$ cat src/rtl/frame_read_sequencer.sv
// Read-phase sequencer: requests a frame from the camera FIFO, streams WIDTH x HEIGHT bytes
// through vref/href and emits raster-ordered pixel writes for the left then the right image.
module frame_read_sequencer #(
  parameter int WIDTH  = 47,
  parameter int HEIGHT = 30,
  parameter int XW     = 6,
  parameter int YW     = 5,
  parameter int GAP    = 2
) (
  input  logic          clk,
  input  logic          reset,
  input  logic          start,
  input  logic          buffer_ready,
  input  logic [7:0]    image_data,
  output logic          new_image,
  output logic          buffer_vref,
  output logic          buffer_href,
  output logic          image_sel,
  output logic          pix_we,
  output logic [XW-1:0] pix_x,
  output logic [YW-1:0] pix_y,
  output logic [7:0]    pix_data,
  output logic          busy,
  output logic          done
);

  localparam int GW = (GAP > 1) ? $clog2(GAP) : 1;
  localparam logic [XW-1:0] X_LAST   = XW'(WIDTH - 1);
  localparam logic [YW-1:0] Y_LAST   = YW'(HEIGHT - 1);
  localparam logic [GW-1:0] GAP_LAST = GW'(GAP - 1);

  typedef enum logic [2:0] {
    S_IDLE     = 3'd0,
    S_REQ      = 3'd1,
    S_WAIT_RDY = 3'd2,
    S_VSYNC    = 3'd3,
    S_ROW      = 3'd4,
    S_GAP      = 3'd5,
    S_FIN      = 3'd6
  } state_e;

  state_e          state_q, state_d;
  logic [XW-1:0]   x_q, x_d;
  logic [YW-1:0]   y_q, y_d;
  logic [GW-1:0]   gap_q, gap_d;
  logic            sel_q, sel_d;
  logic            href_s;

  logic            new_image_q, vref_q, busy_q, done_q;
  logic            pix_we_q;
  logic [XW-1:0]   pix_x_q;
  logic [YW-1:0]   pix_y_q;

  // Next-state, pixel counters and FIFO read enable.
  always_comb begin
    state_d = state_q;
    x_d     = x_q;
    y_d     = y_q;
    gap_d   = gap_q;
    sel_d   = sel_q;
    href_s  = 1'b0;
    case (state_q)
      S_IDLE: begin
        if (start) begin
          state_d = S_REQ;
        end else begin
          state_d = S_IDLE;
        end
      end
      S_REQ: begin
        state_d = S_WAIT_RDY;
      end
      S_WAIT_RDY: begin
        if (buffer_ready) begin
          state_d = S_VSYNC;
        end else begin
          state_d = S_WAIT_RDY;
        end
      end
      S_VSYNC: begin
        x_d     = {XW{1'b0}};
        y_d     = {YW{1'b0}};
        state_d = S_ROW;
      end
      S_ROW: begin
        // A low buffer_ready stalls the stream with coordinates frozen.
        href_s = buffer_ready;
        if (buffer_ready) begin
          if (x_q == X_LAST) begin
            x_d = {XW{1'b0}};
            if (y_q == Y_LAST) begin
              if (sel_q) begin
                state_d = S_FIN;
              end else begin
                sel_d   = 1'b1;
                state_d = S_REQ;
              end
            end else begin
              y_d     = y_q + YW'(1);
              gap_d   = {GW{1'b0}};
              state_d = S_GAP;
            end
          end else begin
            x_d = x_q + XW'(1);
          end
        end else begin
          state_d = S_ROW;
        end
      end
      S_GAP: begin
        if (gap_q == GAP_LAST) begin
          state_d = S_ROW;
        end else begin
          gap_d = gap_q + GW'(1);
        end
      end
      S_FIN: begin
        sel_d   = 1'b0;
        state_d = S_IDLE;
      end
      default: begin
        state_d = S_IDLE;
      end
    endcase
  end

  // Sequencer state and counters.
  always_ff @(posedge clk or posedge reset) begin
    if (reset) begin
      state_q <= S_IDLE;
      x_q     <= {XW{1'b0}};
      y_q     <= {YW{1'b0}};
      gap_q   <= {GW{1'b0}};
      sel_q   <= 1'b0;
    end else begin
      state_q <= state_d;
      x_q     <= x_d;
      y_q     <= y_d;
      gap_q   <= gap_d;
      sel_q   <= sel_d;
    end
  end

  // Strobes are registered from the next state so they line up with the state they describe.
  always_ff @(posedge clk or posedge reset) begin
    if (reset) begin
      new_image_q <= 1'b0;
      vref_q      <= 1'b0;
      busy_q      <= 1'b0;
      done_q      <= 1'b0;
    end else begin
      new_image_q <= (state_d == S_REQ);
      vref_q      <= (state_d == S_VSYNC);
      busy_q      <= (state_d != S_IDLE);
      done_q      <= (state_d == S_FIN);
    end
  end

  // Write path: FIFO data arrives one cycle after its href, so coordinates trail by one.
  always_ff @(posedge clk or posedge reset) begin
    if (reset) begin
      pix_we_q <= 1'b0;
      pix_x_q  <= {XW{1'b0}};
      pix_y_q  <= {YW{1'b0}};
    end else begin
      pix_we_q <= href_s;
      if (href_s) begin
        pix_x_q <= x_q;
        pix_y_q <= y_q;
      end else begin
        pix_x_q <= pix_x_q;
        pix_y_q <= pix_y_q;
      end
    end
  end

  assign new_image   = new_image_q;
  assign buffer_vref = vref_q;
  assign buffer_href = href_s;
  assign image_sel   = sel_q;
  assign pix_we      = pix_we_q;
  assign pix_x       = pix_x_q;
  assign pix_y       = pix_y_q;
  assign pix_data    = pix_we_q ? image_data : 8'd0;
  assign busy        = busy_q;
  assign done        = done_q;

endmodule
$ cat config.mk
export PLATFORM = sky130hd
export DESIGN_NAME = frame_read_sequencer
export DESIGN_NICKNAME = d
export VERILOG_FILES = /design/src/rtl/frame_read_sequencer.sv
export SDC_FILE = /design/constraint.sdc
export NUM_CORES = 1
export LEC_CHECK = 0
export BUFFER_PORTS_ARGS = -buffer_cell sky130_fd_sc_hd__clkbuf_2
export CORE_MARGIN = 4
export CORE_UTILIZATION = 40
export DETAILED_ROUTE_END_ITERATION = 12
export PLACE_DENSITY = 0.6
export SYNTH_ARGS = -nofsm -noshare
export SYNTH_HDL_FRONTEND = slang
export SYNTH_SLANG_ARGS = --single-unit
$ cat constraint.sdc
create_clock -name clk -period 2.2 [get_ports clk]
set_input_delay 0.44 -clock clk [delete_from_list [all_inputs] [get_ports clk]]
set_output_delay 0.44 -clock clk [all_outputs]
set_load 0.02 [all_outputs]
Word level (Yosys, flattened, before mapping). Cells that the tools add are included.

Add/sub/neg operators: 3. Multipliers: 0. Divide/modulo/power cells: 0. Order comparisons: 0. Equal/unequal tests: 15. Shift operators: 0. Muxes and demuxes: 26. Bitwise logic cells: 0. Reductions and logical operators: 9.

Operator list (count): $pmux 3 s6 (1); $mux 3 (5); $mux 5 (3); $eq 3x3->1 const B (4); $mux 6 (2); $pmux 6 s2 (1); $reduce_and 4->1 (3); $mux 1 (10); $pmux 5 s2 (1); $eq 3x2->1 const B (3); $mux 8 (1); $ne 2x2->1 const B (4); $add 6x1->6 const B (1); $eq 3x1->1 const B (2); $eq 6x6->1 const B (1); $reduce_bool 2->1 (3); $add 5x1->5 const B (1); $eq 5x5->1 const B (1); $pmux 1 s2 (2); $logic_not 3->1 (1); $reduce_bool 3->1 (1); $reduce_and 2->1 (1); $add 1x1->1 const B (1).

Register bits: 32. Latch bits: 0. Memory bits (writable): 0. Bits in read-only memories: 0. Input bits: 12. Output and inout port bits: 26. Logic and storage cells: 65. Memories: 0.

Logic depth before layout (Yosys ltp).
Depth after elaboration: 6. Mapped depth: 6. Gate-level depth less buffers: 6.

Least setup slack after synthesis. OpenSTA, ideal clock, no wires.

Path kind: flip-flop to flip-flop. Start: register state_q[1]. End: register pix_x_q[0] (netlist: pix_x[0]). Setup time: 125 ps. Arrival: 1491 ps. Data required time: 2075 ps. Setup slack: 585 ps. Stages on the path, launching flop included: 6. Buffers on the path: 3. Clock period less this slack: 1615 ps. Cells stage by stage: dfrtp_1 > buf_6 > and4bb_2 > buf_4 > buf_4 > mux2_2.

Cells in the longest elaborated chain, start to end: 2.

RTL lines: start: declaration (line 42) `state_e state_q, state_d;`; start signal: assignment (line 136) `state_q <= state_d;`; $eq 3x3->1 (line 62) `case (state_q)`; $mux 1 (line 62); net buffer_href (line 17) `output logic buffer_href,`; end signal: assignment (line 163) `pix_x_q <= {XW{1'b0}};`; end signal: assignment (line 168) `pix_x_q <= x_q;`; end signal: assignment (line 171) `pix_x_q <= pix_x_q;`; end: declaration (line 51) `logic [XW-1:0] pix_x_q;`.

The timed path passes the listed nets, and every way through them passes these cells. A chain may end at the register's enable or synchronous reset.

Worst setup path in the final report.
Start: register state_q[0]. End: output buffer_href.

Cells in the longest elaborated chain, start to end: 2.

RTL lines (line): $eq 3x3->1 (62); $mux 1 (62); end: declaration (17).

Every way passes these cells.

==> run_results.csv <==
group,metric,value,unit
worst_setup_path,end_kind,"output pin",
power,power.density,949.7,nW/um2
clock_tree,clock_tree.root_cell,"clkbuf_8",
clock_tree,htree_num_levels,2,
worst_setup_path,crit_path_start,"state_q[0]",
finish,multiInputGateArea,701.9,um2
finish,seq_area,800.8,um2
power,p_leak,0.0009016,uW
worst_setup_path,cp.arrival,1640,ps
timing,totalNegativeSetupSlack,0,ps
timing,skew,4.837,ps
synthesis,synthesis.area,1565,um2
synthesis,yosys_warnings,0,
floorplanning,die_h,70.56,um
synthesis,syn_inst,137,
timing,setup_viol,0,
finish,final_nets,193,
global_routing,grt_pass1_vias,1138,
clock_tree,cts_tree,"done",
clock_tree,hold_buffers,0,
place,finalWeightedCongestion,0.7574,
drt,drc_errors,0,
global_routing,grt_pass1_wl,5161,um
min_path,hold_path_class,"input port to async pin",
floorplanning,num_rows,22,
clock_tree,cts_buffer_depth,2,
synthesis,synth_enable_flop_cells,0,
finish,final_util,0.5034,
clock_tree,postCtsSetupRepairBufs,0,
place,hpwl,2249,um
timing,finalCritPeriodShare,0.9462,
outcome,outcome,"complete, no violations",
synthesis,ys_types,39,
timing,hold_viol,0,
worst_setup_path,r2r.worst_path.cells,4,
floorplanning,initial_utilization,0.4212,
timing,drv_slew,0,
clock_tree,clk_latency,280,ps
timing,period_minus_slack,2082,ps
worst_setup_path,r2r-end,"y_q[2]",
timing,rsz0062_at_grt,"no",
synthesis,synth_nets,153,
power,peakVddDrop,559.4,uV
synthesis,ys_seq_area_frac,0.5116,
synthesis,ys_seq_elements,32,
timing,tightest_slew,446.8,ps
finish,syn2layout_area_growth,19.50,%
finish,n_fill_cell,355,
worst_setup_path,criticalPathCategory,"flop to output pin",
timing,max_freq,0.4804,GHz
drt,wl_per_cell,13.53,um
drt,drt_pass1_iterations,4,
finish,insertedDiodeCount,0,
synthesis,async_flop_share,1.000,
drt,dr.first_iter.drc_count,39,
worst_setup_path,reg2reg_from,"state_q[0]",
timing,max_slew_margin,0.7011,
worst_setup_path,cp.required,1760,ps
floorplanning,die_x,70.56,um
drt,vias,1176,
clock_tree,clkTransAtPathRegs,60,ps
clock_tree,clock_sinks,32,
global_routing,antenna_found_initial,0,
worst_setup_path,crit_end,"buffer_href",
worst_setup_path,critPathLaunchType,"flop",
clock_tree,post_cts_resized,0,
floorplanning,ios,38,
floorplanning,dieArea,4978,um2
place,portBuffers,37,
global_routing,grt_max_degree,33,
flow_run,cap_viol_max_count,0,
synthesis,synth_ff_type,"dfrtp_1",
global_routing,grt_util_all_layers,0.1296,
drt,antenna_left,0,
floorplanning,core_area,3716,um2
worst_setup_path,cp_max_fo,18,
clock_tree,cts_buffers,5,
drt,avgViaCountPerCell,5.204,
global_routing,grt_overflow,0,
synthesis,syn-mean-instance-area,11.43,um2
worst_setup_path,rrSetupSlack,280,ps
finish,drive_above_1_share,0.3539,
drt,routed_wl,3058,um
==> flip-flops by register name (all words and copies together) (netlist names) <==
signal	cells
buffer_vref	1
busy	1
done	1
gap_q	1
image_sel	1
new_image	1
pix_we	1
pix_x	6
pix_y	5
state_q	3
x_q	6
y_q	5
==> metal layers <==
metal	vias to the layer above	global-route usage	share of wire
met3	2	0.05114	0.073
met2	39	0.2100	0.47
met4	0	0.05010	0.0056
met5	-	0	0
li1	576	-	-
met1	559	0.1558	0.45
==> final cells by class <==
type                            count  area share
Clock buffer                        6     0.04415
Clock inverter                      2    0.005351
Inverter                            4    0.008027
Multi-Input combinational cell     95      0.3753
Sequential cell                    32      0.4281
Tap cell                           48     0.03211
Timing Repair Buffer               39      0.1070
==> cell usage in the layout, fill, tap and decap left out, types with 2 or more instances in the layout <==
cell type / n
nor3b_1: 3
nor2_1: 8
buf_4: 2
xor2_1: 4
ha_1: 4
inv_1: 4
nand3b_1: 2
nand4_1: 5
o2111ai_1: 2
clkinv_2: 2
dfrtp_1: 32
mux2_2: 11
and2_1: 8
nand2b_1: 3
o31ai_1: 3
a31oi_1: 2
a21oi_1: 4
or3_1: 2
clkbuf_2: 37
nand2_1: 6
clkbuf_8: 6
o21ai_0: 9
a22o_1: 2
==> critical path, stage by stage, from the launching register on <==
cell and delay, ps:
dfrtp_1 490, and4bb_2 610, clkbuf_2 250
==> where the power goes <==
group          switching [uW]  internal [uW]
Clock                     204            249
Combinational             272            216
Sequential                117            719
Total                     593           1180
==> synth_stat cells (2+ instances only) <==
| library cell | n | area (um2) |
|---|---|---|
| inv_1 | 4 | 15.01 |
| a21oi_1 | 4 | 20.02 |
| nand3b_1 | 2 | 15.01 |
| o31ai_1 | 3 | 22.52 |
| nor3b_1 | 3 | 22.52 |
| a31oi_1 | 2 | 12.51 |
| ha_1 | 4 | 50.05 |
| nand2_1 | 6 | 22.52 |
| nand4_1 | 5 | 31.28 |
| nor2_1 | 8 | 30.03 |
| and2_1 | 8 | 50.05 |
| dfrtp_1 | 32 | 800.8 |
| o21ai_0 | 9 | 45.04 |
| mux2_2 | 11 | 123.9 |
| or3_1 | 2 | 12.51 |
| buf_6 | 2 | 22.52 |
| nand2b_1 | 3 | 18.77 |
| buf_2 | 2 | 10.01 |
| xor2_1 | 4 | 35.03 |
| buf_4 | 2 | 15.01 |
| a22o_1 | 2 | 17.52 |
| o2111ai_1 | 2 | 17.52 |
==> how the worst min path moves through the flow <==
| stage | start | cells past startpoint | slack [ps] | to |
|---|---|---|---|---|
| 5_1_grt | reset | 3 | 240 | pix_x[4] |
| 3_5_place_dp | gap_q | 1 | 490 | gap_q |
| 3_3_place_gp | pix_y[1] | 1 | 490 | pix_y[1] |
| 6_report | reset | 3 | 200 | pix_x[4] |
| 4_1_cts | reset | 3 | 220 | pix_x[4] |
| 2_1_floorplan | gap_q | 1 | 470 | gap_q |
==> through the flow <==
stage          setup WS [ps]  instances  area [um2]  hold slack [ps]  total power [uW]
2_1_floorplan          584.5        137        1565            467.0              1181
3_3_place_gp           360.5        218        1778            489.7              1327
3_5_place_dp           294.9        218        1778            494.3              1341
4_1_cts                109.2        226        1871            217.9              1803
5_1_grt                32.14        226        1871            240.7              1900
6_report               118.3        226        1871            203.2              1776
==> cells by family (layout without fill, tap and decap cells) <==
logic type,count (synthesis),count (layout),synth area share
buf+inv,10,51,0.03996
fa+ha+maj,4,4,0.03198
xor+xnor,5,5,0.02798
flops,32,32,0.5116
compound gates,26,26,0.1063
simple gates,48,48,0.1967
mux,12,12,0.08553
Note: power is estimated with default switching activity, not from simulation.
